[src/rtl/pulse_seq.sv]
// rtl/pulse_seq.sv - spin-echo pulse-train sequencer with double-buffered timing
module pulse_seq #(
  parameter int CW = 32,
  parameter int TW = 16,
  parameter int NW = 8
) (
  input  logic          clk,
  input  logic          reset,
  input  logic          load,
  input  logic [CW-1:0] per,
  input  logic [TW-1:0] p1wid,
  input  logic [TW-1:0] del,
  input  logic [TW-1:0] p2wid,
  input  logic [NW-1:0] npi,
  input  logic          pump,
  input  logic          blk_en,
  input  logic [TW-1:0] blk_pre,
  input  logic [TW-1:0] blk_win,
  input  logic          nut_en,
  input  logic [TW-1:0] nut_w,
  input  logic [TW-1:0] nut_d,
  output logic          sync,
  output logic          pulse,
  output logic          inhib,
  output logic          frame,
  output logic          load_ack
);

  typedef struct packed {
    logic [CW-1:0] per;
    logic [TW-1:0] p1wid;
    logic [TW-1:0] del;
    logic [TW-1:0] p2wid;
    logic [NW-1:0] npi;
    logic          pump;
    logic          blk_en;
    logic [TW-1:0] blk_pre;
    logic [TW-1:0] blk_win;
    logic          nut_en;
    logic [TW-1:0] nut_w;
    logic [TW-1:0] nut_d;
  } prm_t;

  typedef enum logic [2:0] {ST_IDLE, ST_CW, ST_FIRST, ST_TRAIN, ST_TAIL} state_t;

  // Block window start: e - pre, clamped at 0 when the window would open before t = 0.
  function automatic logic [CW-1:0] f_win_lo(input logic [CW-1:0] e, input logic [CW-1:0] pre);
    f_win_lo = (e >= pre) ? e - pre : '0;
  endfunction

  // Block window end (exclusive): e - pre + win, or 0 (empty) if it lies entirely before t = 0.
  function automatic logic [CW-1:0] f_win_hi(input logic [CW-1:0] e, input logic [CW-1:0] pre,
                                             input logic [CW-1:0] win);
    logic [CW-1:0] sum;
    sum = e + win;
    f_win_hi = (sum > pre) ? sum - pre : '0;
  endfunction

  prm_t          w_in, w_def, w_sel;
  prm_t          r_act, r_stg;
  logic          r_pend;
  state_t        r_state;
  logic [CW-1:0] r_t;
  logic [NW-1:0] r_k, r_bk;
  logic [CW-1:0] r_s, r_e, r_bs, r_be;
  logic          r_sync, r_pulse, r_inhib, r_frame, r_load_ack;

  logic [CW-1:0] w_p, w_t1, w_d, w_s_nx, w_e_nx;
  logic [CW-1:0] w_i_s, w_i_e;
  logic [CW-1:0] w_nsum, w_ns, w_ne;
  logic [CW-1:0] w_p1, w_p2;
  logic          w_wrap, w_cw, w_p1_on, w_pi_on, w_blk_on, w_nut_on;
  logic          w_pi_adv, w_blk_adv;
  logic          w_sync, w_pulse, w_inhib;

  // Gather the parameter pins into one bundle for staging / bypass.
  always_comb begin
    w_in.per     = per;
    w_in.p1wid   = p1wid;
    w_in.del     = del;
    w_in.p2wid   = p2wid;
    w_in.npi     = npi;
    w_in.pump    = pump;
    w_in.blk_en  = blk_en;
    w_in.blk_pre = blk_pre;
    w_in.blk_win = blk_win;
    w_in.nut_en  = nut_en;
    w_in.nut_w   = nut_w;
    w_in.nut_d   = nut_d;
  end

  // Power-up timing set: a single Hahn echo in a 65536-cycle period.
  always_comb begin
    w_def.per     = CW'(65536);
    w_def.p1wid   = TW'(30);
    w_def.del     = TW'(200);
    w_def.p2wid   = TW'(30);
    w_def.npi     = NW'(1);
    w_def.pump    = 1'b1;
    w_def.blk_en  = 1'b1;
    w_def.blk_pre = TW'(50);
    w_def.blk_win = TW'(100);
    w_def.nut_en  = 1'b0;
    w_def.nut_w   = '0;
    w_def.nut_d   = '0;
  end

  assign w_p    = (r_act.per < CW'(2)) ? CW'(2) : r_act.per;
  assign w_t1   = r_t + CW'(1);
  assign w_wrap = (w_t1 == w_p);

  // Set in force from the next t = 0: defaults on reset, pins on a wrap-cycle load,
  // staging if a load is pending, otherwise unchanged.
  always_comb begin
    w_sel = r_act;
    if (reset)                w_sel = w_def;
    else if (w_wrap && load)  w_sel = w_in;
    else if (w_wrap && r_pend) w_sel = r_stg;
  end

  // First pi pulse start and first echo centre for the set taking effect.
  assign w_i_s = CW'(w_sel.p1wid) + CW'(w_sel.del);
  assign w_i_e = w_i_s + CW'(w_sel.p2wid) + CW'(w_sel.del);

  // Spacing between consecutive pi pulses / echoes: 2*tau + pi width.
  assign w_p1   = CW'(r_act.p1wid);
  assign w_p2   = CW'(r_act.p2wid);
  assign w_d    = CW'(r_act.del) + CW'(r_act.del) + w_p2;
  assign w_s_nx = r_s + w_d;
  assign w_e_nx = r_e + w_d;

  // Nutation window anchored to the period end; both edges clamp at 0.
  assign w_nsum = CW'(r_act.nut_d) + CW'(r_act.nut_w);
  assign w_ns   = (w_nsum >= w_p) ? '0 : w_p - w_nsum;
  assign w_ne   = (CW'(r_act.nut_d) >= w_p) ? '0 : w_p - CW'(r_act.nut_d);

  assign w_cw     = (r_act.npi == '0);
  assign w_p1_on  = (r_t < w_p1);
  assign w_pi_on  = (r_k < r_act.npi) && (r_t >= r_s) && (r_t < r_s + w_p2);
  assign w_blk_on = (r_bk < r_act.npi) && (r_t >= r_bs) && (r_t < r_be);
  assign w_nut_on = r_act.nut_en && (r_t >= w_ns) && (r_t < w_ne);
  assign w_pi_adv  = (r_k < r_act.npi) && (w_t1 >= r_s + w_p2);
  assign w_blk_adv = (r_bk < r_act.npi) && (w_t1 >= r_be);

  // sync stays high until the last pi pulse has ended, i.e. while pi pulses remain.
  assign w_sync  = w_cw ? w_p1_on : (r_k < r_act.npi);
  assign w_pulse = w_cw ? 1'b1 : ((r_act.pump && w_p1_on) || w_pi_on || w_nut_on);
  assign w_inhib = w_cw ? 1'b0 : (r_act.blk_en && !w_blk_on);

  // Period counter, parameter banks, per-k event pointers, phase FSM and registered outputs.
  always_ff @(posedge clk) begin
    if (reset) begin
      r_t        <= '0;
      r_state    <= ST_IDLE;
      r_act      <= w_def;
      r_stg      <= w_def;
      r_pend     <= 1'b0;
      r_k        <= '0;
      r_bk       <= '0;
      r_s        <= w_i_s;
      r_e        <= w_i_e;
      r_bs       <= f_win_lo(w_i_e, CW'(w_sel.blk_pre));
      r_be       <= f_win_hi(w_i_e, CW'(w_sel.blk_pre), CW'(w_sel.blk_win));
      r_sync     <= 1'b0;
      r_pulse    <= 1'b0;
      r_inhib    <= 1'b0;
      r_frame    <= 1'b0;
      r_load_ack <= 1'b0;
    end else begin
      r_sync     <= w_sync;
      r_pulse    <= w_pulse;
      r_inhib    <= w_inhib;
      r_frame    <= (r_t == '0);
      r_load_ack <= w_wrap && (load || r_pend);
      if (w_wrap) begin
        r_t     <= '0;
        r_act   <= w_sel;
        r_pend  <= 1'b0;
        if (load) r_stg <= w_in;
        r_k     <= '0;
        r_bk    <= '0;
        r_s     <= w_i_s;
        r_e     <= w_i_e;
        r_bs    <= f_win_lo(w_i_e, CW'(w_sel.blk_pre));
        r_be    <= f_win_hi(w_i_e, CW'(w_sel.blk_pre), CW'(w_sel.blk_win));
        r_state <= (w_sel.npi == '0) ? ST_CW : ST_FIRST;
      end else begin
        r_t <= w_t1;
        if (load) begin
          r_stg  <= w_in;
          r_pend <= 1'b1;
        end
        if (w_pi_adv) begin
          r_k <= r_k + NW'(1);
          r_s <= w_s_nx;
        end
        if (w_blk_adv) begin
          r_bk <= r_bk + NW'(1);
          r_e  <= w_e_nx;
          r_bs <= f_win_lo(w_e_nx, CW'(r_act.blk_pre));
          r_be <= f_win_hi(w_e_nx, CW'(r_act.blk_pre), CW'(r_act.blk_win));
        end
        case (r_state)
          ST_IDLE, ST_FIRST: begin
            if (w_cw)              r_state <= ST_CW;
            else if (w_t1 >= w_p1) r_state <= ST_TRAIN;
            else                   r_state <= ST_FIRST;
          end
          ST_TRAIN: begin
            if (w_pi_adv && (r_k + NW'(1) == r_act.npi)) r_state <= ST_TAIL;
          end
          default: r_state <= r_state;
        endcase
      end
    end
  end

  assign sync     = r_sync;
  assign pulse    = r_pulse;
  assign inhib    = r_inhib;
  assign frame    = r_frame;
  assign load_ack = r_load_ack;

endmodule

[config.mk]
export PLATFORM = sky130hd
export DESIGN_NAME = pulse_seq
export DESIGN_NICKNAME = d
export VERILOG_FILES = /design/src/rtl/pulse_seq.sv
export SDC_FILE = /design/constraint.sdc
export NUM_CORES = 2
export LEC_CHECK = 0
export CORE_MARGIN = 2
export CORE_UTILIZATION = 45
export DETAILED_ROUTE_END_ITERATION = 7
export DONT_BUFFER_PORTS = 1
export GPL_TIMING_DRIVEN = 0
export SKIP_LAST_GASP = 1
export SYNTH_ARGS = -nofsm -noshare
export SYNTH_HDL_FRONTEND = slang
export SYNTH_SLANG_ARGS = --single-unit
[constraint.sdc]
create_clock -name clk -period 16.6 [get_ports clk]
set_input_delay 1.66 -clock clk [delete_from_list [all_inputs] [get_ports clk]]
set_output_delay 1.66 -clock clk [all_outputs]
set_load 0.05 [all_outputs]
After elaboration in Yosys (flattened, before gate mapping)
Cells that the tools add are included.
W data, S select, Z words.

word-level totals
  bits in registers = 492
  latch bits = 0
  RAM bits = 0
  ROM bits = 0
  bits of input ports = 158
  output and inout bits = 5
  word-level logic and storage cells = 125
  memories kept = 0

operators by class
  $add $sub $neg = 20
  multipliers = 0
  divide/modulo/power cells = 0
  magnitude comparators = 18
  equality and inequality tests = 1
  shift-type cells = 0
  multiplexer cells = 24
  bitwise gates (word level) = 0
  reductions and logical operators = 25

operators with widths
  kind                     count
  $mux W32                 19
  $mux W155                3
  $ge A32 B32 Y1           5
  $lt A32 B32 Y1           3
  $sub A32 B16 Y32         3
  $add A32 B16 Y32         2
  $add A32 B18 Y32         2
  $add A16 B16 Y17         3
  $add A17 B16 Y18         2
  $add A32 B1 Y32 const B  1
  $eq A32 B32 Y1           1
  $ge A16 B32 Y1           1
  $ge A17 B32 Y1           1
  $ge A32 B16 Y1           1
  $gt A32 B16 Y1           1
  $logic_not A32 Y1        1
  $lt A32 B16 Y1           1
  $lt A32 B2 Y1 const B    1
  $sub A32 B17 Y32         1
  $sub A20 B16 Y21         1
  $add A19 B16 Y20         1
  $gt A20 B16 Y1           1
  $sub A19 B16 Y20         1
  $add A18 B16 Y19         1
  other kinds (11)         31

Depth between registers and ports, before layout
  depth in word-level cells = 15
  gate-level depth with buffers = 53

Worst setup path before layout
Ideal clock, no wire load.

  path type = reg2reg
  from = register r_t[8]
  to = register r_be[1], data pin
  arrival = 9,993 ps
  slack = 6,333 ps
  stages on the path, launching flop included = 46
  path buffers = 5
  path through = dfxtp_1 > clkbuf_1 > nand3_1 > or4_1 > buf_2 > nor4_1 > o311ai_1 > a2111oi_0 > and4_1 > and3_1 > buf_4 > nand2_4 > buf_4 > mux2i_1 > nand2_1 > o21ai_1 > nor2_1 > fa_1 > (+10 left out) > fa_1 > inv_1 > ha_1 > a21o_1 > a21oi_1 > o21ai_0 > xor2_1 > ha_1 > o41ai_1 > o21bai_1 > a21oi_1 > xnor2_1 > ha_1 > o41ai_1 > o21ai_0 > o21ai_1 > clkbuf_1 > o22ai_1

RTL lines
  element                 line  source
  from (decl)             63    logic [CW-1:0] r_t;
  from (signal assigned)  188   r_t <= w_t1;
  to (signal assigned)    163   r_be <= f_win_hi(w_i_e, CW'(w_sel.blk_pre), CW'(w_sel.blk_win));
  to (signal assigned)    185   r_be <= f_win_hi(w_i_e, CW'(w_sel.blk_pre), CW'(w_sel.blk_win));
  to (signal assigned)    201   r_be <= f_win_hi(w_e_nx, CW'(r_act.blk_pre), CW'(r_act.blk_win));
  to (decl)               65    logic [CW-1:0] r_s, r_e, r_bs, r_be;

==> run_results.csv <==
group,metric,value,unit
floorplan,die_h,306.8,um
timing,clock_skew,0.02970,ns
global_routing,grt_overflow,0,
global_routing,grt_pass1_vias,34860,
power,vdd_drop_max,79.20,uV
setup_path,cp_slowest_stage_delay,0.90,ns
global_routing,antenna_found_initial,0,
timing,post-route-period-util,85.92,%
floorplan,initial_core_util,45.21,%
run_status,outcome,"complete, no violations",
power,power-per-cell-area,69.44,mW/mm2
clocking,insertion_delay,0.68,ns
timing,setup_tns,0,ns
timing,rsz0062_at_grt,"false",
floorplan,io_pins,163,
timing,holdWs,0.4618,ns
clocking,cts_tree,"done",
clocking,htreeDepth,2,
clocking,clkSlewWorstSetupHoldPaths,0.06,ns
floorplan,fp.dieW,306.8,um
setup_path,rr_worst_depth,45,
global_routing,grt_pass1_wl,216.3,mm
timing,finalHoldViolations,0,
cells_and_area,final_util,48.95,%
setup_path,arrival,14.63,ns
setup_path,reg2reg_slack,2.34,ns
setup_path,reg2reg_to,"r_be[13]$_DFFE_PP_",
yosys,syn-num-nets,5638,
cells_and_area,final_area,0.04467,mm2
setup_path,critPathTopFamily,"compound AO/OA/AOI/OAI gates",
worst_hold_path,min_path_type,"flop to flop",
worst_hold_path,min_to,"r_act[21]$_SDFFE_PP0P_",
timing,min_period,14.26,ns
placed_design,place_congestion,0.9773,
setup_path,cp_common_cell,"ha_1",
setup_path,cp_max_fo,10,
yosys,synth_edf_count,128,
setup_path,path_class,"flop to flop",
yosys,ys_seq_area_share,26.98,%
cells_and_area,n_fill_cell,8915,
global_routing,grt.total_usage,30.32,%
setup_path,startpoint_type,"flop",
clocking,postCtsHoldBufs,0,
cells_and_area,n_antenna_cell,0,
worst_hold_path,hold_path_depth,2,
detailed_routing,via_per_inst,5.851,
detailed_routing,detail_route.iter0.violations,2602,
yosys,postSynth.asyncResetShare,0,%
detailed_routing,ant_nets,0,
yosys,ys_ff_latch,492,
detailed_routing,vias,36340,
clocking,cts.path.max_buffers,3,
yosys,yosys_warnings,0,
yosys,syn_area_per_cell,8.390,um2
clocking,cts_made_buffers,57,
timing,maxSlewViolCount,0,
detailed_routing,routedWlPerCell,23.36,um
yosys,syn_inst,4917,
setup_path,end_kind,"flop",
cells_and_area,layout.nets,5700,
yosys,synth_cell_types,100,
setup_path,required,16.97,ns
floorplan,num_rows,111,
flow_run,cap_violations,0,
timing,maxSlewHeadroom,5.024,%
placed_design,dpl-instance-area,0.04281,mm2
clocking,cts_sinks,492,
cells_and_area,areaGrowthSynthToFinish,8.280,%
clocking,root_buffer,"clkbuf_16",
yosys,netlist_area,0.04125,mm2
detailed_routing,drc,0,
cells_and_area,drive_gt1_share,4.856,%
placed_design,detailed_place_hpwl,118.2,mm
clocking,post_cts_resized,0,
global_routing,grt_max_degree,70,
setup_path,critPathBufInv,4,
clocking,cts_setup_buffers,0,
power,p_leak,20.19,nW
timing,tightest_slew,1.425,ns
placed_design,numPortBuffers,0,
detailed_routing,firstDrtPassIters,5,
timing,fmax,0.07011,GHz
power,power,0.003102,W
floorplan,dieArea,0.09411,mm2
worst_hold_path,min-delay-start,"r_act[21]$_SDFFE_PP0P_",
detailed_routing,routed_wl,145.1,mm
yosys,ys.flop_type,"dfxtp_1",
setup_path,r2r-start,"r_t[8]$_SDFF_PP0_",
setup_path,slowest_stage,"nor4_2",
floorplan,core,0.09125,mm2
timing,setup_viol,0,
[Yosys cell counts, types with 95 or more instances]
cell / number / area (um2)
dfxtp_1: 364 / 7287
nand2_1: 414 / 1554
a211oi_1: 95 / 713.2
xnor2_1: 217 / 1901
a21oi_1: 308 / 1541
xor2_1: 130 / 1139
nor2_1: 472 / 1772
mux2i_1: 219 / 2192
ha_1: 533 / 6669
o21ai_0: 229 / 1146
clkbuf_1: 154 / 578.1
nand3_1: 103 / 515.5
inv_1: 301 / 1130
edfxtp_1: 128 / 3844
a21o_1: 163 / 1224
[cells by family (layout without fill, tap and decap cells)]
family                     count (synthesis)  in the layout  synth area share [%]
adders and majority gates                563            563                 17.62
xor gates and xnor gates                 358            358                 7.925
and+or+nand+nor                         1582           1582                 18.51
muxes                                    241            241                 5.914
DFF                                      492            492                 26.98
AOI/OAI and AO/OA                       1164           1164                 18.15
buffers and inverters                    517            625                 4.898
[final cells by class]
| cell class | instances | area, um2 | share of cell area, % |
|---|---|---|---|
| multi-input cells | 3908 | 28120 | 62.95 |
| well taps | 1186 | 1484 | 3.322 |
| plain buffers | 215 | 887.1 | 1.986 |
| inverters | 302 | 1134 | 2.538 |
| flip-flops and latches | 492 | 11130 | 24.92 |
| clock inverters | 29 | 270.3 | 0.6050 |
| repair buffers | 3 | 55.05 | 0.1232 |
| clock buffers | 76 | 1589 | 3.557 |
[power by group]
part / switching, W / internal, W / total [W]
sequential: 0.0000309 / 0.00129 / 0.00132
clock: 0.000573 / 0.000710 / 0.00128
combinational: 0.000303 / 0.000194 / 0.000498
total: 0.000907 / 0.00219 / 0.00310
[metal layers]
layer / GRT usage, % / routed length, um / up-vias
met2: 50.81 / 66740 / 1165
li1: - / - / 17720
met4: 13.92 / 7314 / 0
met1: 38.69 / 62670 / 17170
met5: 0 / 0 / -
met3: 4.066 / 8381 / 287
[state kept, by name (all words and copies together), names as in the netlist]
register and flops:
r_pend 1, sync 1, r_stg 155, load_ack 1, r_act 155, r_t 32
frame 1, r_bk 8, r_e 32, r_s 32, r_bs 32, inhib 1
r_k 8, r_be 32, pulse 1
[worst max-delay path by stage]
stage	cells past startpoint	start	slack [ns]	to
after CTS	45	r_t[8]$_SDFF_PP0_	2.50	r_be[13]$_DFFE_PP_
after detailed placement	45	r_t[8]$_SDFF_PP0_	2.55	r_be[13]$_DFFE_PP_
after global routing	44	r_t[8]$_SDFF_PP0_	1.71	r_be[15]$_DFFE_PP_
final	45	r_t[8]$_SDFF_PP0_	2.34	r_be[13]$_DFFE_PP_
after floorplan	45	r_t[8]$_SDFF_PP0_	6.33	r_be[1]$_DFFE_PP_
after global placement	39	r_t[3]$_SDFF_PP0_	2.42	r_be[13]$_DFFE_PP_
[placed cells by master, fill, tap and decap left out, drive strengths merged, types with 25 or more instances in the layout]
cell type | synthesis | routed
nand2b | 78 | 78
o21a | 61 | 61
xnor2 | 219 | 219
a31oi | 32 | 32
edfxtp | 128 | 128
nand4 | 95 | 95
o21bai | 39 | 39
dfxtp | 364 | 364
nor2 | 472 | 472
a211oi | 95 | 95
mux2i | 219 | 219
or3 | 45 | 45
ha | 533 | 533
buf | 59 | 62
nor4 | 49 | 49
fa | 30 | 30
o22ai | 33 | 33
a21oi | 308 | 308
nand2 | 416 | 416
nor3 | 83 | 83
nor2b | 64 | 64
o21ai | 251 | 251
or2 | 46 | 46
and2 | 55 | 55
a211o | 25 | 25
clkbuf | 156 | 232
xor2 | 131 | 131
inv | 301 | 308
a21o | 163 | 163
nand3 | 104 | 104
[per-stage QoR]
stage / worst slack [ns] / cells
6_report: 2.338 / 6211
5_1_grt: 1.707 / 6211
4_1_cts: 2.501 / 6211
3_5_place_dp: 2.549 / 6106
3_3_place_gp: 2.418 / 6103
2_1_floorplan: 6.333 / 4917
[worst register-to-register path: cells and delay by family, from the launching register on]
| kind | cells | cell delay, ns |
|---|---|---|
| AND/OR/NAND/NOR | 12 | 2.99 |
| adder cells (fa/ha/maj) | 6 | 2.22 |
| flip-flops | 1 | 0.79 |
| multiplexers | 1 | 0.19 |
| buffers and inverters | 4 | 1.21 |
| AO/OA/AOI/OAI | 19 | 5.46 |
| XOR/XNOR | 3 | 1.14 |
Note: power is estimated with default switching activity, not from simulation.
